<file path="config.mk">
export PLATFORM = sky130hd
export DESIGN_NAME = vc_share_arbiter
export DESIGN_NICKNAME = d
export VERILOG_FILES = /design/src/rtl/vc_share_arbiter.sv
export SDC_FILE = /design/constraint.sdc
export NUM_CORES = 1
export LEC_CHECK = 0
export CAP_MARGIN = 20
export CORE_MARGIN = 10
export CORE_UTILIZATION = 34
export CTS_BUF_LIST = sky130_fd_sc_hd__clkbuf_4 sky130_fd_sc_hd__clkbuf_8
export CTS_CLUSTER_DIAMETER = 50
export CTS_CLUSTER_SIZE = 40
export DETAILED_ROUTE_END_ITERATION = 8
export GPL_TIMING_DRIVEN = 0
export PLACE_DENSITY = 0.8
export SYNTH_ARGS = -nofsm -noshare
export SYNTH_HDL_FRONTEND = slang
export SYNTH_SLANG_ARGS = --single-unit
</file>
<file path="constraint.sdc">
create_clock -name i_clk -period 2.3 [get_ports i_clk]
set_input_delay 0.575 -clock i_clk [delete_from_list [all_inputs] [get_ports i_clk]]
set_output_delay 0.575 -clock i_clk [all_outputs]
set_load 0.02 [all_outputs]
</file>
<file path="src/rtl/vc_share_arbiter.sv">
// ============================================================================
// vc_share_arbiter : round-robin sharing of one CORDIC vectoring engine
// Revision 1.0 : initial release
// ============================================================================
`default_nettype none

module vc_share_arbiter #(
  parameter int NUM_REQ     = 4,
  parameter int INOUT_WIDTH = 16,
  parameter int ITER_NUM    = 9,
  parameter int ID_W        = 2
) (
  input  logic                           i_clk,
  input  logic                           i_rst,
  input  logic [NUM_REQ-1:0]             i_req,
  input  logic [NUM_REQ*INOUT_WIDTH-1:0] i_req_x,
  input  logic [NUM_REQ*INOUT_WIDTH-1:0] i_req_y,
  output logic [NUM_REQ-1:0]             o_gnt,
  output logic                           o_vc_valid,
  output logic [INOUT_WIDTH-1:0]         o_vc_x,
  output logic [INOUT_WIDTH-1:0]         o_vc_y,
  input  logic                           i_vc_d_valid,
  input  logic                           i_vc_d,
  input  logic                           i_vc_x_valid,
  input  logic [INOUT_WIDTH-1:0]         i_vc_x,
  output logic                           o_d_valid,
  output logic                           o_d,
  output logic [ID_W-1:0]                o_d_id,
  output logic                           o_x_valid,
  output logic [INOUT_WIDTH-1:0]         o_x,
  output logic [ID_W-1:0]                o_x_id,
  output logic                           o_busy,
  output logic                           o_err
);

  localparam int                 c_cnt_w    = $clog2(ITER_NUM + 2);
  localparam logic [c_cnt_w-1:0] c_cnt_last = c_cnt_w'(ITER_NUM);
  localparam logic [c_cnt_w-1:0] c_cnt_res  = c_cnt_w'(ITER_NUM + 1);
  localparam logic [ID_W-1:0]    c_id_max   = ID_W'(NUM_REQ - 1);

  typedef enum logic [1:0] {
    S_IDLE  = 2'd0,
    S_ISSUE = 2'd1,
    S_RUN   = 2'd2
  } state_t;

  state_t                 r_state, w_state_nxt;
  logic [c_cnt_w-1:0]     r_cnt, w_cnt_nxt;
  logic [c_cnt_w-1:0]     r_dcnt;
  logic [ID_W-1:0]        r_ptr, r_gnt_id, r_fly_id;
  logic [ID_W-1:0]        w_win, w_cand;
  int                     w_idx;
  logic                   w_any, w_grant_ok, w_grant;
  logic                   r_vc_valid, r_err;
  logic [INOUT_WIDTH-1:0] r_vc_x, r_vc_y;
  logic                   w_d_bad, w_x_bad, w_n_bad;

  // Scan from the highest offset down so the lowest offset from r_ptr wins.
  always_comb begin
    w_win  = '0;
    w_any  = 1'b0;
    w_idx  = 0;
    w_cand = '0;
    for (int i = NUM_REQ - 1; i >= 0; i--) begin
      w_idx = int'(r_ptr) + i;
      if (w_idx >= NUM_REQ) w_idx = w_idx - NUM_REQ;
      w_cand = ID_W'(w_idx);
      if (i_req[w_cand]) begin
        w_win = w_cand;
        w_any = 1'b1;
      end
    end
  end

  // Grant at cnt==ITER_NUM lands the next issue on the engine's idle cycle.
  assign w_grant_ok = (r_state == S_IDLE) || ((r_state == S_RUN) && (r_cnt == c_cnt_last));
  assign w_grant    = w_grant_ok && w_any;

  always_ff @(posedge i_clk or posedge i_rst) begin
    if (i_rst) begin
      r_state <= S_IDLE;
      r_cnt   <= '0;
    end else begin
      r_state <= w_state_nxt;
      r_cnt   <= w_cnt_nxt;
    end
  end

  always_comb begin
    w_state_nxt = r_state;
    w_cnt_nxt   = r_cnt;
    o_gnt       = '0;
    if (w_grant) o_gnt[w_win] = 1'b1;
    case (r_state)
      S_IDLE: begin
        w_cnt_nxt = '0;
        if (w_grant) w_state_nxt = S_ISSUE;
      end
      S_ISSUE: begin
        w_cnt_nxt   = c_cnt_w'(1);
        w_state_nxt = S_RUN;
      end
      S_RUN: begin
        w_cnt_nxt = r_cnt + 1'b1;
        if (w_grant) begin
          w_state_nxt = S_ISSUE;
        end else if (r_cnt >= c_cnt_res) begin
          w_state_nxt = S_IDLE;
          w_cnt_nxt   = '0;
        end
      end
      default: begin
        w_state_nxt = S_IDLE;
        w_cnt_nxt   = '0;
      end
    endcase
  end

  always_ff @(posedge i_clk or posedge i_rst) begin
    if (i_rst) begin
      r_ptr      <= '0;
      r_gnt_id   <= '0;
      r_fly_id   <= '0;
      r_vc_valid <= 1'b0;
      r_vc_x     <= '0;
      r_vc_y     <= '0;
    end else begin
      r_vc_valid <= w_grant;
      if (w_grant) begin
        r_vc_x   <= i_req_x[w_win*INOUT_WIDTH +: INOUT_WIDTH];
        r_vc_y   <= i_req_y[w_win*INOUT_WIDTH +: INOUT_WIDTH];
        r_gnt_id <= w_win;
        r_ptr    <= (w_win == c_id_max) ? '0 : w_win + 1'b1;
      end
      // Ownership moves only after the previous job's result cycle.
      if (r_state == S_ISSUE) r_fly_id <= r_gnt_id;
    end
  end

  assign w_d_bad = i_vc_d_valid && ((r_cnt == '0) || (r_cnt > c_cnt_last));
  assign w_x_bad = i_vc_x_valid && (r_cnt != c_cnt_res);
  assign w_n_bad = (r_cnt == c_cnt_res) && (r_dcnt != c_cnt_last);

  always_ff @(posedge i_clk or posedge i_rst) begin
    if (i_rst) begin
      r_dcnt <= '0;
      r_err  <= 1'b0;
    end else begin
      if (r_state == S_ISSUE) r_dcnt <= '0;
      else if (i_vc_d_valid && (r_dcnt != '1)) r_dcnt <= r_dcnt + 1'b1;
      if (w_d_bad || w_x_bad || w_n_bad) r_err <= 1'b1;
    end
  end

  assign o_vc_valid = r_vc_valid;
  assign o_vc_x     = r_vc_x;
  assign o_vc_y     = r_vc_y;
  assign o_d_valid  = i_vc_d_valid;
  assign o_d        = i_vc_d;
  assign o_d_id     = r_fly_id;
  assign o_x_valid  = i_vc_x_valid;
  assign o_x        = i_vc_x;
  assign o_x_id     = r_fly_id;
  assign o_busy     = (r_state != S_IDLE);
  assign o_err      = r_err;

endmodule

`default_nettype wire

</file>
Yosys cells after proc, flatten, opt, wreduce, memory -nomap -nowiden --
Index checks and enable logic that the tools add are counted.
Storage, ports and cells: register bits after elaboration 50, input port bits 153, logic and storage cells 93
Operators by class: add/sub/neg operators 10, $lt $le $gt $ge 12, equal/unequal tests 10, shifts and indexed selects 2, multiplexer cells 33, reduce and logical (&&, ||, !) cells 16
Operators by type and width (count):
- 64-bit by 7-bit variable part select with 16-bit output | 2
- 2-bit 2-to-1 mux | 12
- 4-bit 2-to-1 mux | 5
- 2-bit by 3-bit less-than comparator with 1-bit output, second input constant | 5
- 4-bit inequality test, second input constant | 3
- 3-bit greater-or-equal comparator, second input constant | 3
- 1-bit 2-to-1 mux | 9
- 4-bit by 1-bit adder with 4-bit output, second input constant | 2
- 1-bit binary-select mux with 2-bit select | 4
- 4-bit equality test, second input constant | 2
- 4-bit case mux with 2 select lines | 1
- 2-bit by 1-bit subtractor with 2-bit output, second input constant | 4
- 1-bit logical AND | 7
- 2-bit by 2-bit adder with 3-bit output, second input constant | 2
- 2-bit case mux with 3 select lines | 1
- 2-bit equality test, second input constant | 2
- 4-bit greater-or-equal comparator, second input constant | 1
- 4-bit > comparator, second input constant | 1
- 4-bit zero test | 1
- 1-bit logical OR | 4
- 2-bit nonzero test | 2
- 2-bit by 1-bit adder with 3-bit output, second input constant | 1
- 2-bit by 3-bit greater-or-equal comparator with 1-bit output, second input constant | 1
- 3-bit by 2-bit inequality test with 1-bit output, second input constant | 1
- 7 further kinds | 7

Logic depth before layout (Yosys ltp) --
Gate-level depths: netlist of run 1.
depth after elaboration 14, mapped depth 10, gate-level depth less buffers 8

Worst setup path before layout of run 1 --
OpenSTA, ideal clock, no wires.
path type input to output, from in i_req[1], to out o_gnt[1], arrival time 1.777 ns, required time 1.725 ns, path slack -0.052 ns, stages on the path 9, cell sequence nand2b_1 > a21oi_1 > a211o_1 > buf_6 > buf_12 > buf_6 > inv_2 > ha_1 > and2_1
On the way: longest elaborated chain between the ends 11
Ends and longest elaborated chain:
- from (decl) | line 15 | input logic [NUM_REQ-1:0] i_req,
- 1-bit binary-select mux with 2-bit select | line 68 | if (i_req[w_cand]) begin
- 1-bit 2-to-1 mux (not written as such) | line 68
- 2-bit 2-to-1 mux (3 in a row) | line 68
- 2-bit 2-to-1 mux * | line 68
- named net w_win[0] | line 51 | logic [ID_W-1:0] w_win, w_cand;
- 2-bit by 3-bit less-than comparator with 1-bit output (not written as such) / 2-bit by 1-bit greater-or-equal comparator with 1-bit output (equally long branches) | line 93 | if (w_grant) o_gnt[w_win] = 1'b1;
- 1-bit logical AND (not written as such) | line 93
- 1-bit 2-to-1 mux (not written as such) | line 93
- 1-bit demux with 2-bit select * | line 93
- 4-bit 2-to-1 mux * | line 93
- to (decl) | line 18 | output logic [NUM_REQ-1:0] o_gnt,
Mark *: on every way through the listed nets, which the timed path passes. The rest lies on a longest branch. The select of a mux whose other input is x is not followed.

Final worst setup path of run 1 --
from reg r_ptr[1], to out o_gnt[2]
On the way: longest elaborated chain between the ends 14
Ends and longest elaborated chain:
- from (decl) | line 50 | logic [ID_W-1:0] r_ptr, r_gnt_id, r_fly_id;
- from (signal assigned) | line 133 | r_ptr <= (w_win == c_id_max) ? '0 : w_win + 1'b1;
- 2-bit by 2-bit adder with 3-bit output | line 65 | w_idx = int'(r_ptr) + i;
- 3-bit greater-or-equal comparator / 2-bit by 1-bit subtractor with 2-bit output (equally long branches) | line 66 | if (w_idx >= NUM_REQ) w_idx = w_idx - NUM_REQ;
- 2-bit 2-to-1 mux | line 66
- 1-bit binary-select mux with 2-bit select | line 68
- 1-bit 2-to-1 mux (not written as such) | line 68
- 2-bit 2-to-1 mux (3 in a row) | line 68
- 2-bit 2-to-1 mux * | line 68
- named net w_win[1] | line 51
- 2-bit by 3-bit less-than comparator with 1-bit output (not written as such) / 2-bit by 1-bit greater-or-equal comparator with 1-bit output (equally long branches) | line 93
- 1-bit logical AND (not written as such) | line 93
- 1-bit 2-to-1 mux (not written as such) | line 93
- 1-bit demux with 2-bit select * | line 93
- 4-bit 2-to-1 mux * | line 93
Marks and branches as above.

==> flow_summary.ini, run 1 <==
[status]
status = finished, violations left
violations = negative setup slack

[setup_path]
worstPathBufferInverterCount = 2
crit_required_ps = 1730
crit_chain = a21oi_2 -> nor3b_2 -> or3_4 -> inv_4 -> ha_4 -> and2_4 -> buf_6
timing.critical_path.slowest_cell_delay_ps = 440
crit_path_start_kind = flip-flop
path_max_fanout = 4
crit_path_top_delay_cell = dfrtp_1
path_delay_family = simple AND/OR/NAND/NOR gates
worst-endpoint-arrival_ps = 1860
timing_worst_setup_path_type = flip-flop to primary output
worst_setup_path_end_kind = primary output

[floorplanning]
initial_core_util = 0.349
fp.coreArea_um2 = 9280
die_w_um = 118
die_boundary_height_um = 118
core.rowCount = 35
io_pins = 215
dieArea_um2 = 13800

[grt]
grt_overflow = 0
number_of_global_route_vias_before_repair = 3538
grt_max_degree = 28
grt_first_pass_wirelength_mm = 19.4
grtUsageTotal = 0.170
grt_antenna_before_repair = 0

[cells_and_area]
finalNetCount = 708
area_growth_syn_to_layout_pct = 77.8
drive_above_1_share = 0.180
diodes = 0
non_filler_cells_in_the_finished_layout = 669

[min_path]
hold_class = flip-flop to flip-flop

[drt]
detail_route.vias_per_cell = 4.85
ant_nets = 0
first_iter_violations = 138
postRouteWirelength_mm = 12.5
drtPass1Iterations = 4
via_count = 3244
avgRoutedWirePerCell_um = 18.7
drc = 0

[cts]
clock_tree.buffer_depth = 2
cts-buffers-inserted = 5
cts_num_sinks = 50
clock_root_cell = clkbuf_8
clock_latency_ps = 300
clk_transition_reported_paths_ps = 90
cts_tree = yes
htree_levels = 2

[logic_synthesis]
synth.cells.most_frequent = mux2i_1 (64), dfrtp_1 (50), nand2_1 (42)
postSynth.asyncResetShare = 1.00
synthDominantAreaCellType = dfrtp_1
ys.warnings.count = 0
synth-seq-area-share = 0.386
cells_after_synthesis = 316
post_synth_design_cell_area_um2 = 3240
synth.ff_latch_count = 50
syn_avg_cell_area_um2 = 10.3
synth_fp_nets = 484
synth_area_leaders = dfrtp_1 (39%), mux2i_1 (20%), o221ai_1 (8.6%)
synth_enable_flop_cells = 0
netlist.area_leader.share = 0.386
synth_top_flop_cell = dfrtp_1
synth_cell_types = 40
yosys.cell_count.top_type = mux2i_1

[timing]
hold_viol = 0
worstMarginPinSlew_ps = 561
tns_ps = -513
timing_limited_maximum_frequency_mhz = 410
whs_ps = 489
timing.slew.headroom = 0.626
grt_setup_unrepaired = true
finalClockSkew_ps = 5.74
setup_ws_ps = -140
final.period_utilization = 1.06
finalSetupViolCount = 4
timing.final.crit_period_ps = 2440
timing_max_transition_violations_final = 0

[placed_design]
place_inst = 643
port-buffer-count = 197
globalplace.congestion = 0.811
dpl.hpwl_mm = 10.0

[power_and_ir_drop]
leakage_power_summed_over_all_cells_nw = 2.62
p_per_area_nw_per_um2 = 1070
power_frac_clock = 0.107
power_frac_comb = 0.648
pwr-share-seq = 0.245
internal_power_w = 0.00360
switching_share = 0.414
ir_worst_vdd_v = 0.000519
power_switching_w = 0.00255

[flow_run]
drv_cap = 0
-- worst register-to-register path, stage by stage (launching register included) --
cell,delay (ps)
dfrtp_1,370
inv_1,60
ha_1,230
and4b_1,240
o32ai_4,160
clkinvlp_2,280
buf_4,200
buf_4,120
nor2_1,150
mux2_1,350
-- metal layers --
layer	up-vias	GRT usage	part of all wire
met5	-	0	0
met4	0	0.0371	0.014
met3	13	0.0695	0.090
met2	150	0.293	0.49
met1	1522	0.193	0.40
li1	1559	-	-
-- stage by stage --
step / utilization / setup slack [ps] / total power [W] / area (um2)
2_1_floorplan: - / -16.2 / 0.00365 / 3250
3_3_place_gp: 0.580 / -1250 / 0.00506 / 5380
3_5_place_dp: 0.582 / -1280 / 0.00516 / 5400
4_1_cts: 0.609 / -142 / 0.00599 / 5650
5_1_grt: 0.621 / -214 / 0.00655 / 5760
6_report: 0.621 / -140 / 0.00615 / 5760
-- flip-flops by register name, indices dropped and copies added (netlist names) --
register and cells:
o_vc_valid 1, o_d_id 2, o_err 1, r_cnt 4, o_vc_x 16, r_ptr 2
r_dcnt 4, r_gnt_id 2, r_state 2, o_vc_y 16
-- cell families (layout without fill, tap and decap cells) --
| family | count (synthesis) | after routing | share of synthesized area |
|---|---|---|---|
| and+or+nand+nor | 73 | 73 | 0.103 |
| muxes | 67 | 67 | 0.208 |
| buffers and inverters | 55 | 279 | 0.108 |
| AOI/OAI and AO/OA | 53 | 53 | 0.130 |
| DFF | 50 | 50 | 0.386 |
| adders and majority gates | 15 | 15 | 0.0579 |
| xor gates and xnor gates | 3 | 3 | 0.00811 |
-- repair_timing --
action,in CTS,in global routing
resized for setup,67,12
hold buffers,0,0
setup buffers,9,12
setup endpoints to repair,9,5
pin swaps,7,5
cloned,0,1
hold endpoints to repair,0,0
-- power by group through the flow --
stage / Sequential (W) / Combinational, W / Clock (W)
2_1_floorplan: 0.00187 / 0.00178 / 0
3_3_place_gp: 0.00151 / 0.00355 / 0
3_5_place_dp: 0.00153 / 0.00364 / 0
4_1_cts: 0.00151 / 0.00382 / 0.000667
5_1_grt: 0.00156 / 0.00428 / 0.000704
6_report: 0.00151 / 0.00398 / 0.000657
-- worst paths after layout --
path                            cells after the start     endpoint  slack [ps]   startpoint
worst max-delay path                                7     o_gnt[2]        -140     r_ptr[1]
worst min-delay path                                2  r_gnt_id[1]         490  r_gnt_id[1]
worst max register to register                      9   r_state[1]          10   r_state[0]
worst min register to register                      2  r_gnt_id[1]         490  r_gnt_id[1]
max in group asynchronous                           3    o_vc_y[7]        1120        i_rst
min in group asynchronous                           2    o_vc_x[1]         640        i_rst
-- layout make-up --
type                       count  area (um2)
tap                          129         161
clock inverter                 1        30.0
sequential                    50        1250
timing repair inverter         1        5.00
timing repair buffer         219        2140
buffer                        38         285
inverter                      14        62.6
fill                         773        3520
multi-input combinational    211        1740
clock buffer                   6        82.6
-- placed cells by master, fill, tap and decap left out, types with 2 or more instances in the layout --
master and count:
xor2_1 2, o21ai_0 3, a21oi_2 3, buf_12 2, mux2_2 2, buf_4 43, clkdlybuf4s50_1 186, nand3_1 3
a21oi_1 5, nor2_1 11, nand2_1 42, and4b_1 2, ha_1 11, o221ai_1 32, dlygate4sd2_1 2, buf_2 8
clkbuf_4 3, and2_4 4, inv_2 3, mux2i_1 64, ha_4 4, clkbuf_1 3, clkbuf_8 6, dfrtp_1 50
buf_6 9, inv_1 9
(Power assumes the default switching activity.)
==> run 2, diff against run 1 <==
- CORE_UTILIZATION: 34 -> 33
- CTS_BUF_LIST: sky130_fd_sc_hd__clkbuf_4 sky130_fd_sc_hd__clkbuf_8 -> sky130_fd_sc_hd__clkbuf_16
- PLACE_DENSITY: 0.8 -> 0.78
==> run 2 against run 1 <==
Effect of this change: the run still ends with negative setup slack left; clock skew fell by 1.0 ps; clock power increased by 5.5%; combinational power decreased by 3%; sequential share of layout area up 0.14 points; wire length is 0.36% lower; cell count down 0.60%; design area down 0.63%; core utilization down 2.9 points; first-iteration DRC count increased by 2.9%; maximum frequency grew 1.1%; global-route usage decreased by 0.24 points; die area up 2.5%; highest routed layer unchanged.
==> flow_summary.ini, run 2 (synthesized netlist as in run 1, its figures left out) <==
[status]
status = finished, violations left
violations = negative setup slack

[floorplanning]
fp.coreArea_um2 = 9680
io_pins = 215
dieArea_um2 = 14200
initial_core_util = 0.335
core.rowCount = 36
die_w_um = 119
die_boundary_height_um = 119

[drt]
via_count = 3217
drc = 0
first_iter_violations = 142
avgRoutedWirePerCell_um = 18.7
postRouteWirelength_mm = 12.4
ant_nets = 0
detail_route.vias_per_cell = 4.84
drtPass1Iterations = 4

[cts]
cts_num_sinks = 50
clk_transition_reported_paths_ps = 70
htree_levels = 2
cts-buffers-inserted = 5
cts_tree = yes
clock_root_cell = clkbuf_16
clock_tree.buffer_depth = 2
clock_latency_ps = 280

[setup_path]
crit_required_ps = 1730
critical_path.reg2reg.startpoint = r_state[0]
path_max_fanout = 4
crit_path_start_kind = flip-flop
worst-endpoint-arrival_ps = 1840
timing_worst_setup_path_type = flip-flop to primary output
critical_path.startpoint = r_ptr[1]
worst_setup_path_end_kind = primary output

[grt]
grtUsageTotal = 0.168
number_of_global_route_vias_before_repair = 3479
grt_max_degree = 32
grt_first_pass_wirelength_mm = 19.5
grt_antenna_before_repair = 0
grt_overflow = 0

[timing]
grt_setup_unrepaired = true
timing_limited_maximum_frequency_mhz = 414
whs_ps = 473
timing_max_transition_violations_final = 0
final.period_utilization = 1.05
timing.slew.headroom = 0.693
worstMarginPinSlew_ps = 460
finalClockSkew_ps = 4.75
finalSetupViolCount = 4
timing.final.crit_period_ps = 2410
setup_ws_ps = -113
hold_viol = 0

[power_and_ir_drop]
fin_total_pwr_w = 0.00608
leakage_power_summed_over_all_cells_nw = 2.60
p_per_area_nw_per_um2 = 1060
ir_worst_vdd_v = 0.000460

[placed_design]
place_worst_setup_slack_ps = -1290
dpl.hpwl_mm = 10.1
place_inst = 647
globalplace.congestion = 0.861
port-buffer-count = 197

[cells_and_area]
diodes = 0
drive_above_1_share = 0.164
area_growth_syn_to_layout_pct = 76.7
non_filler_cells_in_the_finished_layout = 665
layout.cells.most_common_list = clkdlybuf4s50_1 (187), mux2i_1 (64), dfrtp_1 (50)
mostFrequentLayoutCell = clkdlybuf4s50_1
finalNetCount = 700

[flow_run]
drv_cap = 0

[min_path]
hold_class = flip-flop to flip-flop
timing.hold.worst.start = o_err
## run 2: path summary, 6_finish.rpt
path / depth (start not counted) / end / slack, ps
hold reg to reg: 1 / o_err / 470
max in group asynchronous: 3 / o_vc_y[9] / 1150
min in group asynchronous: 2 / o_vc_x[15] / 630
hold / removal: 1 / o_err / 470
setup / recovery: 7 / o_gnt[3] / -110
setup reg to reg: 9 / o_vc_x[1] / 230
## run 2: layer usage
metal,up-vias,track usage,share of wire
li1,1545,-,-
met1,1538,0.196,0.41
met2,128,0.295,0.50
met3,6,0.0534,0.080
met4,0,0.0344,0.011
met5,-,0,0
## run 2: report_power, final
group / total (W) / switching [W] / internal, W / leakage, nW
Sequential: 0.00152 / 0.000241 / 0.00128 / 0.621
Clock: 0.000693 / 0.000303 / 0.000390 / 0.0723
Combinational: 0.00386 / 0.00195 / 0.00192 / 1.91
## run 2: critical path, cell delays in order, from the launching register on
cell and delay (ps):
dfrtp_1 430, a21oi_2 170, nor3b_2 60, or3_4 440, inv_6 100, ha_4 120, and2_4 120, buf_6 110
## run 2: area by class of cell
class | instances | area [um2]
multi-input cells | 211 | 1720
repair buffers | 211 | 2120
clock buffers | 5 | 125
clock inverters | 2 | 7.51
well taps | 133 | 166
inverters | 14 | 65.1
flip-flops and latches | 50 | 1250
plain buffers | 39 | 280
fillers | 853 | 3960
## run 2: repair_timing
action,4_1_cts,5_1_grt
endpoints found under the setup margin,23,4
hold buffers,0,0
gates cloned,1,0
pin swaps,5,4
gates resized for setup,65,3
setup buffers,12,0
## run 2: stage by stage
stage / setup TNS (ps) / utilization / area (um2)
after floorplan: -16.2 / - / 3250
after global placement: -37440 / 0.556 / 5390
after detailed placement: -15180 / 0.559 / 5410
after CTS: -308 / 0.590 / 5710
after global routing: -620 / 0.591 / 5730
final: -384 / 0.591 / 5730
==> edit (settings of run 2) <==
The 3 states of `state_t` get a one-hot encoding in 3 bits.
--- a/src/rtl/vc_share_arbiter.sv
+++ b/src/rtl/vc_share_arbiter.sv
@@ -39,8 +39,8 @@
   localparam logic [ID_W-1:0]    c_id_max   = ID_W'(NUM_REQ - 1);
 
-  typedef enum logic [1:0] {
-    S_IDLE  = 2'd0,
-    S_ISSUE = 2'd1,
-    S_RUN   = 2'd2
+  typedef enum logic [2:0] {
+    S_IDLE  = 3'b001,
+    S_ISSUE = 3'b010,
+    S_RUN   = 3'b100
   } state_t;
 
Behaviour: no difference found for any inputs over 10 cycles, from zero or initial values and one cycle with i_rst high; not proved beyond that.
==> edit against run 2 <==
  * The flow still finishes with violations (setup timing)
  * Sequential cell count up 1
  * Synthesized area up 1.8%
  * Clock skew about the same
  * Setup slack better by 0.073 ns
  * Register-to-register slack worse by 0.07 ns
  * Global-route usage up 0.52 points
  * Synthesized cell count down 0.63%
  * Wire length up 2.5%
  * Cell area up 1.7%
  * Non-clock buffer count down 1
  * Total power up 6.9%
  * Fmax up 3.1%
  * Critical endpoint unchanged
==> edit: results (changes against run 2) <==
* Outcome: complete, but fails checks
* Failing checks: setup timing
* Post-DP HPWL at 10200 um (+0.77%)
* Total track usage at 17.3% (+0.52 points)
* Worst Path Arrival at 1.77 ns (-0.07 ns)
* Vias at 3231 (+0.44%)
* Syn Inst Count at 314 (-0.63%)
* Pre-antenna DRT Iters at 4 (unchanged)
* Seq/Total Area, Yosys at 38.7% (+0.12 points)
* RD Place Congestion at 0.748 (-13%)
* Dominant synthesized flop cell: dfrtp_1
* Clk buf depth at 2 (unchanged)
* Clock Pin Slew Worst Setup and Hold Paths at 0.07 ns (about the same)
* Synth top area cells: dfrtp_1 (38%), mux2i_1 (20%), buf_4 (5.9%)
* Crit-path max cell delay at 0.28 ns (-0.16 ns)
* Leakage at 0.00266 uW (+2.3%)
* H-tree levels at 2 (unchanged)
* Vias in the first global route at 3701 (+6.4%)
* CTS Hold Bufs at 0 (unchanged)
* Dpl cells at 645 (-0.31%)
* Synth warn at 0 (unchanged)
* Clock Latency Late Sink at a little under 0.3 ns
* Routed WL at 12800 um (+2.5%)
* Root buffer cell: clkbuf_16
* Share of cells above drive strength 1 at 19.8% (+3.4 points)
* Slowest CP cell: o221a_4
* Async set or reset register ratio after synthesis at 100% (unchanged)
* Min-delay worst type: reg2reg
* Worst Slack Setup Final at -0.0407 ns (+0.0727 ns)
* Worst path top cell family by delay: buffers and inverters
* Buffers added on ports at 197 (unchanged)
* Most instantiated cells after synthesis: mux2i_1 (65), dfrtp_1 (50), nand2_1 (44)
* First-pass GRT wire length at 19900 um (+2.1%)
* Worst slack at placement at -1.30 ns (-0.00128 ns)
* Initial drt markers at 133 (-6.3%)
* Nets at 694 (-0.86%)
* DP Area at 0.00547 mm2 (+1.2%)
* Max FO, Critical Path at 6 (+2)
* Worst-Margin Slew at 0.998 ns (+0.538 ns)
* Syn Nets at 478 (-1.2%)
* Initial antenna violation count at 0 (unchanged)
* Wire per inst at 19.2 um (+2.6%)
* Max Clock Skew at 0.00461 ns (-0.000142 ns)
* Final setup viols at 3 (-1)
* Worst vdd ir at 0.000623 V (+36%)
* Synth cell types at 43 (+7.5%)
* Antenna diode count at 0 (unchanged)
* Pin count of the biggest net entering global routing at 27 (-16%)
==> edit: changes by cell type after synthesis, moves of 2 or more <==
cell	delta
nor3_1	+2
buf_4	+4
a21oi_1	-2
nor2b_1	+3
nand2_1	+2
buf_2	-2
o221ai_2	+13
and4b_1	-2
ha_1	-4
o221ai_1	-13
==> edit: final timing paths <==
check,end,from,slack (ns),cells after the start
setup reg to reg,o_vc_y[6]$_DFFE_PP0P_,r_ptr[0]$_DFFE_PP0P_,0.16,8
max in group asynchronous,r_state[0]$_DFFE_PP1P_,i_rst,1.04,3
setup / recovery,o_gnt[3],i_req[0],-0.04,9
hold / removal,o_err$_DFFE_PP0P_,o_err$_DFFE_PP0P_,0.47,1
min in group asynchronous,o_vc_y[14]$_DFFE_PP0P_,i_rst,0.65,2
hold reg to reg,o_err$_DFFE_PP0P_,o_err$_DFFE_PP0P_,0.47,1
==> edit: where the power goes <==
part | total (uW) | internal (uW) | switching, uW
sequential | 1590 | 1320 | 271
combinational | 4190 | 2010 | 2170
clock | 714 | 394 | 320
total | 6490 | 3730 | 2760
==> edit: metal layers <==
metal	up-vias	share of wire [%]	GRT usage, %
li1	1544	-	-
met1	1534	37	18.0
met2	144	52	31.2
met3	9	11	7.92
met4	0	0.87	3.77
met5	-	0	0
==> edit: cell type report <==
cell class              instances  area, um2
fillers                       872       3950
clock buffers                   5        125
repair buffers                211       2100
inverters                      13       58.8
well taps                     133        166
multi-input cells             210       1810
clock inverters                 3       12.5
plain buffers                  38        270
flip-flops and latches         51       1280
==> edit: worst register-to-register path: stages, from the launching register on <==
cell and delay, ns:
dfrtp_2 0.44, o221a_4 0.24, o22ai_4 0.15, buf_6 0.18, buf_4 0.12, buf_4 0.22, buf_4 0.27, mux2i_1 0.28
o221ai_2 0.12
==> edit: logic make-up (layout without fill, tap and decap cells) <==
| group | after synthesis | count (layout) | share of synthesized area, % |
|---|---|---|---|
| fa+ha+maj | 11 | 11 | 4.17 |
| mux | 67 | 67 | 20.4 |
| flops | 51 | 51 | 38.7 |
| xor+xnor | 3 | 3 | 0.797 |
| buf+inv | 53 | 270 | 10.0 |
| compound gates | 53 | 53 | 15.5 |
| simple gates | 76 | 76 | 10.4 |
==> edit: per-stage QoR <==
stage / TNS, ns / hold WS [ns]
floorplan: 0 / 0.440
global placement: -46.89 / 0.449
detailed placement: -19.52 / 0.464
CTS: -0.296 / 0.475
global route: -0.239 / 0.515
finish: -0.0732 / 0.471
==> edit: what timing repair did <==
action,in CTS,in global routing
gates resized for setup,72,10
setup buffers,8,5
pin swaps,4,7
endpoints found under the setup margin,40,4
